**src/rtl/aes256_pkg.sv**
```systemverilog
// Shared AES-256 sequencing types: FSM states, round/byte index widths and block geometry.
package aes256_pkg;
  localparam int NUM_ROUNDS  = 14;
  localparam int BLOCK_BYTES = 16;

  typedef logic [3:0] byte_idx_t;
  typedef logic [3:0] round_idx_t;

  typedef enum logic [2:0] {
    ST_IDLE,
    ST_LOAD,
    ST_ISSUE,
    ST_WAIT,
    ST_UNLOAD
  } state_t;
endpackage

```
**src/rtl/aes256_watchdog.sv**
```systemverilog
// Round-completion watchdog: counts consecutive stall cycles and flags the one that hits LIMIT.
module aes256_watchdog #(
  parameter int LIMIT = 64
) (
  input  logic clk_i,
  input  logic rst_i,
  input  logic clr_i,
  input  logic tick_i,
  output logic expired_o
);
  localparam int W = $clog2(LIMIT + 1);

  logic [W-1:0] cnt_q, cnt_d;

  // Fires on the LIMIT-th ticking cycle, so the caller can act on that same edge.
  assign expired_o = tick_i && (cnt_q == W'(LIMIT - 1));

  always_comb begin
    cnt_d = cnt_q;
    if (clr_i)       cnt_d = '0;
    else if (tick_i) cnt_d = cnt_q + W'(1);
  end

  always_ff @(posedge clk_i or posedge rst_i) begin
    if (rst_i) cnt_q <= '0;
    else       cnt_q <= cnt_d;
  end
endmodule

```
**src/rtl/aes256_dec_ctrl.sv**
```systemverilog
// Byte-serial AES-256 decrypt sequencer: load 16 bytes, issue rounds 14..0, unload 16 bytes.
// Optional round watchdog and sticky error_o enabled by defining AES_DEC_CTRL_TIMEOUT_EN.
module aes256_dec_ctrl #(
  parameter int NUM_ROUNDS     = aes256_pkg::NUM_ROUNDS,
  parameter int BLOCK_BYTES    = aes256_pkg::BLOCK_BYTES,
  parameter int TIMEOUT_CYCLES = 64
) (
  input  logic       clk_i,
  input  logic       rst_i,
  input  logic       in_valid_i,
  output logic       in_ready_o,
  output logic       load_en_o,
  output logic [3:0] load_idx_o,
  output logic       round_start_o,
  output logic [3:0] round_idx_o,
  output logic       final_round_o,
  input  logic       round_done_i,
  output logic       out_valid_o,
  input  logic       out_ready_i,
  output logic [3:0] out_idx_o,
  output logic       busy_o
`ifdef AES_DEC_CTRL_TIMEOUT_EN
  ,
  output logic       error_o
`endif
);
  import aes256_pkg::*;

  localparam byte_idx_t  LAST_BYTE   = byte_idx_t'(BLOCK_BYTES - 1);
  localparam round_idx_t FIRST_ROUND = round_idx_t'(NUM_ROUNDS);

  state_t     state_q, state_d;
  byte_idx_t  cnt_q, cnt_d;
  round_idx_t rnd_q, rnd_d;
  logic       accept;
  logic       wd_expired;

`ifdef AES_DEC_CTRL_TIMEOUT_EN
  logic err_q, err_d;

  // Cleared in ISSUE so every round gets a fresh budget on entering WAIT.
  aes256_watchdog #(.LIMIT(TIMEOUT_CYCLES)) u_wdog (
    .clk_i     (clk_i),
    .rst_i     (rst_i),
    .clr_i     (state_q == ST_ISSUE),
    .tick_i    ((state_q == ST_WAIT) && !round_done_i),
    .expired_o (wd_expired)
  );

  assign err_d   = err_q | wd_expired;
  assign error_o = err_q;

  always_ff @(posedge clk_i or posedge rst_i) begin
    if (rst_i) err_q <= 1'b0;
    else       err_q <= err_d;
  end
`else
  logic unused_timeout;
  assign wd_expired     = 1'b0;
  assign unused_timeout = (TIMEOUT_CYCLES > 0);
`endif

  // Strobes are decodes of the registered state; load_en_o follows the handshake.
  assign in_ready_o    = (state_q == ST_IDLE) || (state_q == ST_LOAD);
  assign accept        = in_valid_i && in_ready_o;
  assign load_en_o     = accept;
  assign load_idx_o    = cnt_q;
  assign round_start_o = (state_q == ST_ISSUE);
  assign round_idx_o   = rnd_q;
  assign final_round_o = (rnd_q == '0);
  assign out_valid_o   = (state_q == ST_UNLOAD);
  assign out_idx_o     = cnt_q;
  assign busy_o        = (state_q != ST_IDLE);

  always_comb begin
    state_d = state_q;
    cnt_d   = cnt_q;
    rnd_d   = rnd_q;
    unique case (state_q)
      ST_IDLE, ST_LOAD: begin
        if (accept) begin
          if (cnt_q == LAST_BYTE) begin
            cnt_d   = '0;
            rnd_d   = FIRST_ROUND;
            state_d = ST_ISSUE;
          end else begin
            cnt_d   = cnt_q + byte_idx_t'(1);
            state_d = ST_LOAD;
          end
        end
      end
      ST_ISSUE: state_d = ST_WAIT;
      ST_WAIT: begin
        if (round_done_i) begin
          if (rnd_q == '0) begin
            state_d = ST_UNLOAD;
          end else begin
            rnd_d   = rnd_q - round_idx_t'(1);
            state_d = ST_ISSUE;
          end
        end else if (wd_expired) begin
          cnt_d   = '0;
          state_d = ST_IDLE;
        end
      end
      ST_UNLOAD: begin
        if (out_ready_i) begin
          if (cnt_q == LAST_BYTE) begin
            cnt_d   = '0;
            state_d = ST_IDLE;
          end else begin
            cnt_d = cnt_q + byte_idx_t'(1);
          end
        end
      end
      default: state_d = ST_IDLE;
    endcase
  end

  always_ff @(posedge clk_i or posedge rst_i) begin
    if (rst_i) begin
      state_q <= ST_IDLE;
      cnt_q   <= '0;
      rnd_q   <= FIRST_ROUND;
    end else begin
      state_q <= state_d;
      cnt_q   <= cnt_d;
      rnd_q   <= rnd_d;
    end
  end
endmodule

```
**config.mk**
```make
export PLATFORM = sky130hd
export DESIGN_NAME = aes256_dec_ctrl
export DESIGN_NICKNAME = d
export VERILOG_FILES = /design/src/rtl/aes256_pkg.sv /design/src/rtl/aes256_watchdog.sv /design/src/rtl/aes256_dec_ctrl.sv
export SDC_FILE = /design/constraint.sdc
export NUM_CORES = 1
export LEC_CHECK = 0
export BUFFER_PORTS_ARGS = -buffer_cell sky130_fd_sc_hd__buf_4
export CAP_MARGIN = 20
export CORE_AREA = 5 5 44 46
export DETAILED_ROUTE_END_ITERATION = 6
export DIE_AREA = 0 0 49 51
export PLACE_DENSITY = 0.73
export SYNTH_ARGS = -nofsm -noshare
export SYNTH_HDL_FRONTEND = slang
export SYNTH_SLANG_ARGS = --single-unit
```
**constraint.sdc**
```tcl
create_clock -name clk_i -period 2.4 [get_ports clk_i]
set_clock_uncertainty 0.15 [all_clocks]
set_input_delay 0.12 -clock clk_i [delete_from_list [all_inputs] [get_ports clk_i]]
set_output_delay 0.12 -clock clk_i [all_outputs]
set_load 0.05 [all_outputs]
```
After elaboration in Yosys (flattened, before gate mapping)

Index checks and enable logic that the tools add are counted.

Flip-flop bits (word level): 11
Latch bits: 0
RAM bits: 0
Bits in read-only memories: 0
Input bits: 5
Output and inout port bits: 18
Memories kept: 0

Add/subtract/negate cells: 2
$mul: 0
Divide/modulo/power cells: 0
Order comparisons: 0
Equality and inequality tests: 11
Shift operators: 0
Mux-type cells: 16
Bitwise operators: 0
Reduce and logical (&&, ||, !) cells: 11

Operators by type and width:

| operator                                          | count |
|---|---|
| 2-to-1 mux 4 bit                                  | 7 |
| case mux 4 bit (2 select lines)                   | 2 |
| 2-to-1 mux 3 bit                                  | 5 |
| case mux 3 bit (4 select lines)                   | 1 |
| != test 2 bit (second input constant)             | 4 |
| == test 3 x 2 -> 1 bit (second input constant)    | 2 |
| AND reduction 5 bit                               | 1 |
| adder 4 x 1 -> 4 bit (second input constant)      | 1 |
| == test 4 bit (second input constant)             | 1 |
| logical NOT 4 bit                                 | 1 |
| != test 2 x 1 -> 1 bit (second input constant)    | 2 |
| AND reduction 4 bit                               | 1 |
| nonzero test 2 bit                                | 2 |
| subtractor 4 x 1 -> 4 bit (second input constant) | 1 |
| == test 3 x 1 -> 1 bit (second input constant)    | 1 |
| == test 3 bit (second input constant)             | 1 |
| logical NOT 3 bit                                 | 1 |
| AND reduction 3 bit                               | 1 |
| nonzero test 3 bit                                | 1 |
| 2-to-1 mux 2 bit                                  | 1 |
| OR reduction 2 bit                                | 1 |
| logical AND 1 bit                                 | 1 |
| logical OR 1 bit                                  | 1 |

Logic depth before layout (Yosys ltp)

Depth after elaboration: 5
Mapped depth: 6
Depth with buffers taken out: 6

Worst setup path after synthesis

Ideal clock, no wire load.

Path type: register -> register
Start: register state_q[1]
End: register cnt_q[2], in the netlist load_idx_o[2]
Library setup time: 143 ps
Data arrival time: 1818 ps
Path slack: 289 ps
Stages on the path, launching flop included: 6
Path buffers: 1
Path through: dfrtp_1 buf_2 nor3b_2 a21oi_1 nand2b_1 xnor2_1

RTL lines:

| element                                                                       | line                   | RTL |
|---|---|---|
| from (decl)                                                                   | aes256_dec_ctrl.sv:32  | `state_t state_q, state_d;` |
| from (signal assigned)                                                        | aes256_dec_ctrl.sv:126 | `state_q <= state_d;` |
| == test 3 bit *                                                               | --                     |  |
| via out_valid_o                                                               | aes256_dec_ctrl.sv:18  | `output logic out_valid_o,` |
| != test 2 x 1 -> 1 bit (no source line) or nonzero test 2 bit (tied branches) | --                     |  |
| AND reduction 3 bit (no source line)                                          | --                     |  |
| to (signal assigned)                                                          | aes256_dec_ctrl.sv:127 | `cnt_q <= cnt_d;` |
| to (decl)                                                                     | aes256_dec_ctrl.sv:33  | `byte_idx_t cnt_q, cnt_d;` |

The timed path passes the listed nets; every way through them passes the cells marked *.
A chain may end at the register's enable or synchronous reset.

Worst setup path after layout

Start: register rnd_q[0], in the netlist round_idx_o[0]
End: output final_round_o

Cells in the longest elaborated chain, start to end: 1

RTL lines:

| element                | line                   | RTL |
|---|---|---|
| from (decl)            | aes256_dec_ctrl.sv:34  | `round_idx_t rnd_q, rnd_d;` |
| from (signal assigned) | aes256_dec_ctrl.sv:128 | `rnd_q <= rnd_d;` |
| logical NOT 4 bit      | aes256_dec_ctrl.sv:70  | `assign final_round_o = (rnd_q == '0);` |
| to (decl)              | aes256_dec_ctrl.sv:16  | `output logic final_round_o,` |

Every way passes these cells.

==> summary.md <==
| Metric | Value |
|---|---|
| Status | `completed` |
| Fin. max-slew vios | `0` |
| H-tree depth | `1` |
| Core footprint | `about 1500 um2` |
| Vias in the first global route | `542` |
| Clock transition at path regs | `0.07 ns` |
| Gr ovfl total | `0` |
| Drt pass-1 iters | `4` |
| Worst Path Max Fanout | `5` |
| Fillcell total | `136` |
| Max Fclk | `512.3 MHz` |
| Design area | `between 800 and 900 um2` |
| Asr flop ratio synth | `100.0%` |
| Worst path required time | `2.13 ns` |
| Yosys reg bits | `11` |
| Final period util | `81.34%` |
| Mapped Area | `666.9 um2` |
| Warnings, synthesis | `0` |
| Sequential area share after synthesis | `41.84%` |
| Gpl congestion | `0.8332` |
| Synth Flop Type | `dfrtp_1` |
| Placed cell areas | `808.3 um2` |
| Max-cap violations | `0` |
| I/O pin count | `23` |
| DRT Wirelength | `1.456 mm` |
| Crit start category | `register` |
| Layout Cells excl Fill | `105` |
| Cells after Synth | `68` |
| Clk buf depth | `2` |
| Fraction of layout cells with a size suffix above 1 | `39.33%` |
| GRT Resource Usage Total | `12.58%` |
| Drt via density | `5.448` |
| Final nets | `97` |
| Setup TNS | `0 ns` |
| DRT iter0 DRCs | `9` |
| Total CTS buffers | `3` |
| Number of flops mapped to enable cells by yosys | `0` |
| Port Buffers | `22` |
| Hold Vio Cnt, Final | `0` |
| Clk_lat worst skew | `0.27 ns` |
| R2r setup slk | `0.50 ns` |
| Die height | `51 um` |
| Slew HR | `about 73%` |
| Clock root buffer | `clkbuf_4` |
| Final min period | `1.952 ns` |
| Count of different cell masters after synthesis | `33` |
| Placed cell count | `slightly below 100` |
| CTS Sinks | `11` |
| Global-route wire length before repair | `2.435 mm` |
| Worst-Margin Slew | `0.4035 ns` |
| Placed wire-length estimate | `1.119 mm` |
| Setup violations, final | `0` |
| Die area | `between 2000 and 2500 um2` |
| Layout area overhead | `28.14%` |
| N_diodes | `0` |
| Initial Util | `45.32%` |
| Remaining DRCs | `0` |
| Vias | `572` |
| Worst EP arrival | `between 1.5 and 2 ns` |
| Syn nets | `75` |
| Antenna violations before repair | `0` |
| Setup crit end kind | `output port` |
| Hold WC Path Type | `primary input to register` |
| Cell Rows | `14` |
| Largest net degree at the start of global routing | `12` |
| Syn avg cell area | `between 9 and 10 um2` |
| Chip Width | `49 um` |
| CTS tree | `built` |
| # Post-CTS Setup Buffers | `0` |
| Setup Crit Path Kind | `register to output port` |
| RSZ-0062 raised after global routing | `no` |
| Routed WL per cell | `13.87 um` |
| Remaining antenna violation count | `0` |
worst max-delay path, stage by stage (launching register included):
cell and delay [ns]:
dfrtp_1 0.39, inv_1 0.10, ha_1 0.20, or3b_4 0.42, inv_1 0.10, buf_4 0.20
what timing repair did:
item                      CTS  global route
hold endpoints to repair    9             0
resized for setup           0             0
hold buffers                2             0
per-stage QoR:
| step | utilization, % | hold WS [ns] | worst slack (ns) |
|---|---|---|---|
| floorplan | - | -0.1797 | 0.2890 |
| global route | 58.08 | 0.01808 | 0.3676 |
| detailed placement | 54.93 | -0.006583 | 0.5140 |
| CTS | 58.08 | 0.008756 | 0.4375 |
| finish | 58.08 | 0.01575 | 0.4479 |
| global placement | 54.93 | -0.009493 | 0.5761 |
logic make-up after synthesis:
| group | Yosys count | synth area share [%] |
|---|---|---|
| flip-flops | 11 | 41.84 |
| AND/OR/NAND/NOR | 26 | 25.70 |
| multiplexers | 1 | 1.688 |
| buffers and inverters | 11 | 8.816 |
| AO/OA/AOI/OAI | 16 | 16.89 |
| XOR/XNOR | 1 | 1.314 |
| adder cells (fa/ha/maj) | 2 | 3.752 |
per-layer routing:
| layer | wire length, um | global-route usage [%] | up-vias |
|---|---|---|---|
| met5 | 0 | 0 | - |
| met4 | 8 | 5.381 | 0 |
| met3 | 71 | 4.360 | 2 |
| met2 | 744 | 22.17 | 11 |
| met1 | 632 | 13.72 | 271 |
| li1 | - | - | 288 |
state kept, by name (all words and copies together) (netlist names):
name         flops
load_idx_o       4
round_idx_o      4
state_q          3
synthesized netlist by cell type, types with 2 or more instances:
master / number / share of area, %
dfrtp_1: 8 / 30
nor2_1: 6 / 3.4
a21oi_1: 4 / 3.0
buf_4: 4 / 4.5
inv_1: 4 / 2.3
o21ai_0: 4 / 3.0
a22o_1: 3 / 3.9
dfstp_2: 3 / 12
nor3_1: 3 / 2.3
ha_1: 2 / 3.8
nand2b_1: 2 / 1.9
nand3_1: 2 / 1.5
nor3b_1: 2 / 2.3
nor3b_2: 2 / 3.8
placed cells by master, fill, tap and decap left out, drive strengths merged:
cell         instances
buf                 22
dfrtp                8
nor2                 6
a21oi                4
o21ai                4
inv                  4
clkbuf               4
nor3b                4
a22o                 3
nor3                 3
dfstp                3
nand2b               2
nand3                2
ha                   2
dlygate4sd3          2
and3                 2
a221oi               2
or3b                 1
and4b                1
and3b                1
a31oi                1
a41oi                1
and2                 1
nand3b               1
nand2                1
xnor2                1
or3                  1
a21o                 1
mux2                 1
cell type report:
class	instances	area, um2	area share (%)
Multi-Input combinational cell	46	329.1	38.51
Sequential cell	11	279.0	32.65
Timing Repair Buffer	24	185.2	21.67
Clock buffer	4	26.28	3.075
Tap cell	16	20.02	2.343
Inverter	4	15.01	1.757
worst paths after layout:
kind | startpoint | end | depth (start not counted)
worst min register to register | round_idx_o[1] | round_idx_o[1] | 2
min in group asynchronous | rst_i | load_idx_o[0] | 3
worst max-delay path | round_idx_o[0] | final_round_o | 5
max in group asynchronous | rst_i | round_idx_o[1] | 3
worst min-delay path | out_ready_i | state_q[2] | 3
worst max register to register | round_idx_o[0] | round_idx_o[2] | 6
Power is not shown: default switching activity piles up to over one toggle a cycle in this logic, so the estimate is an artifact.
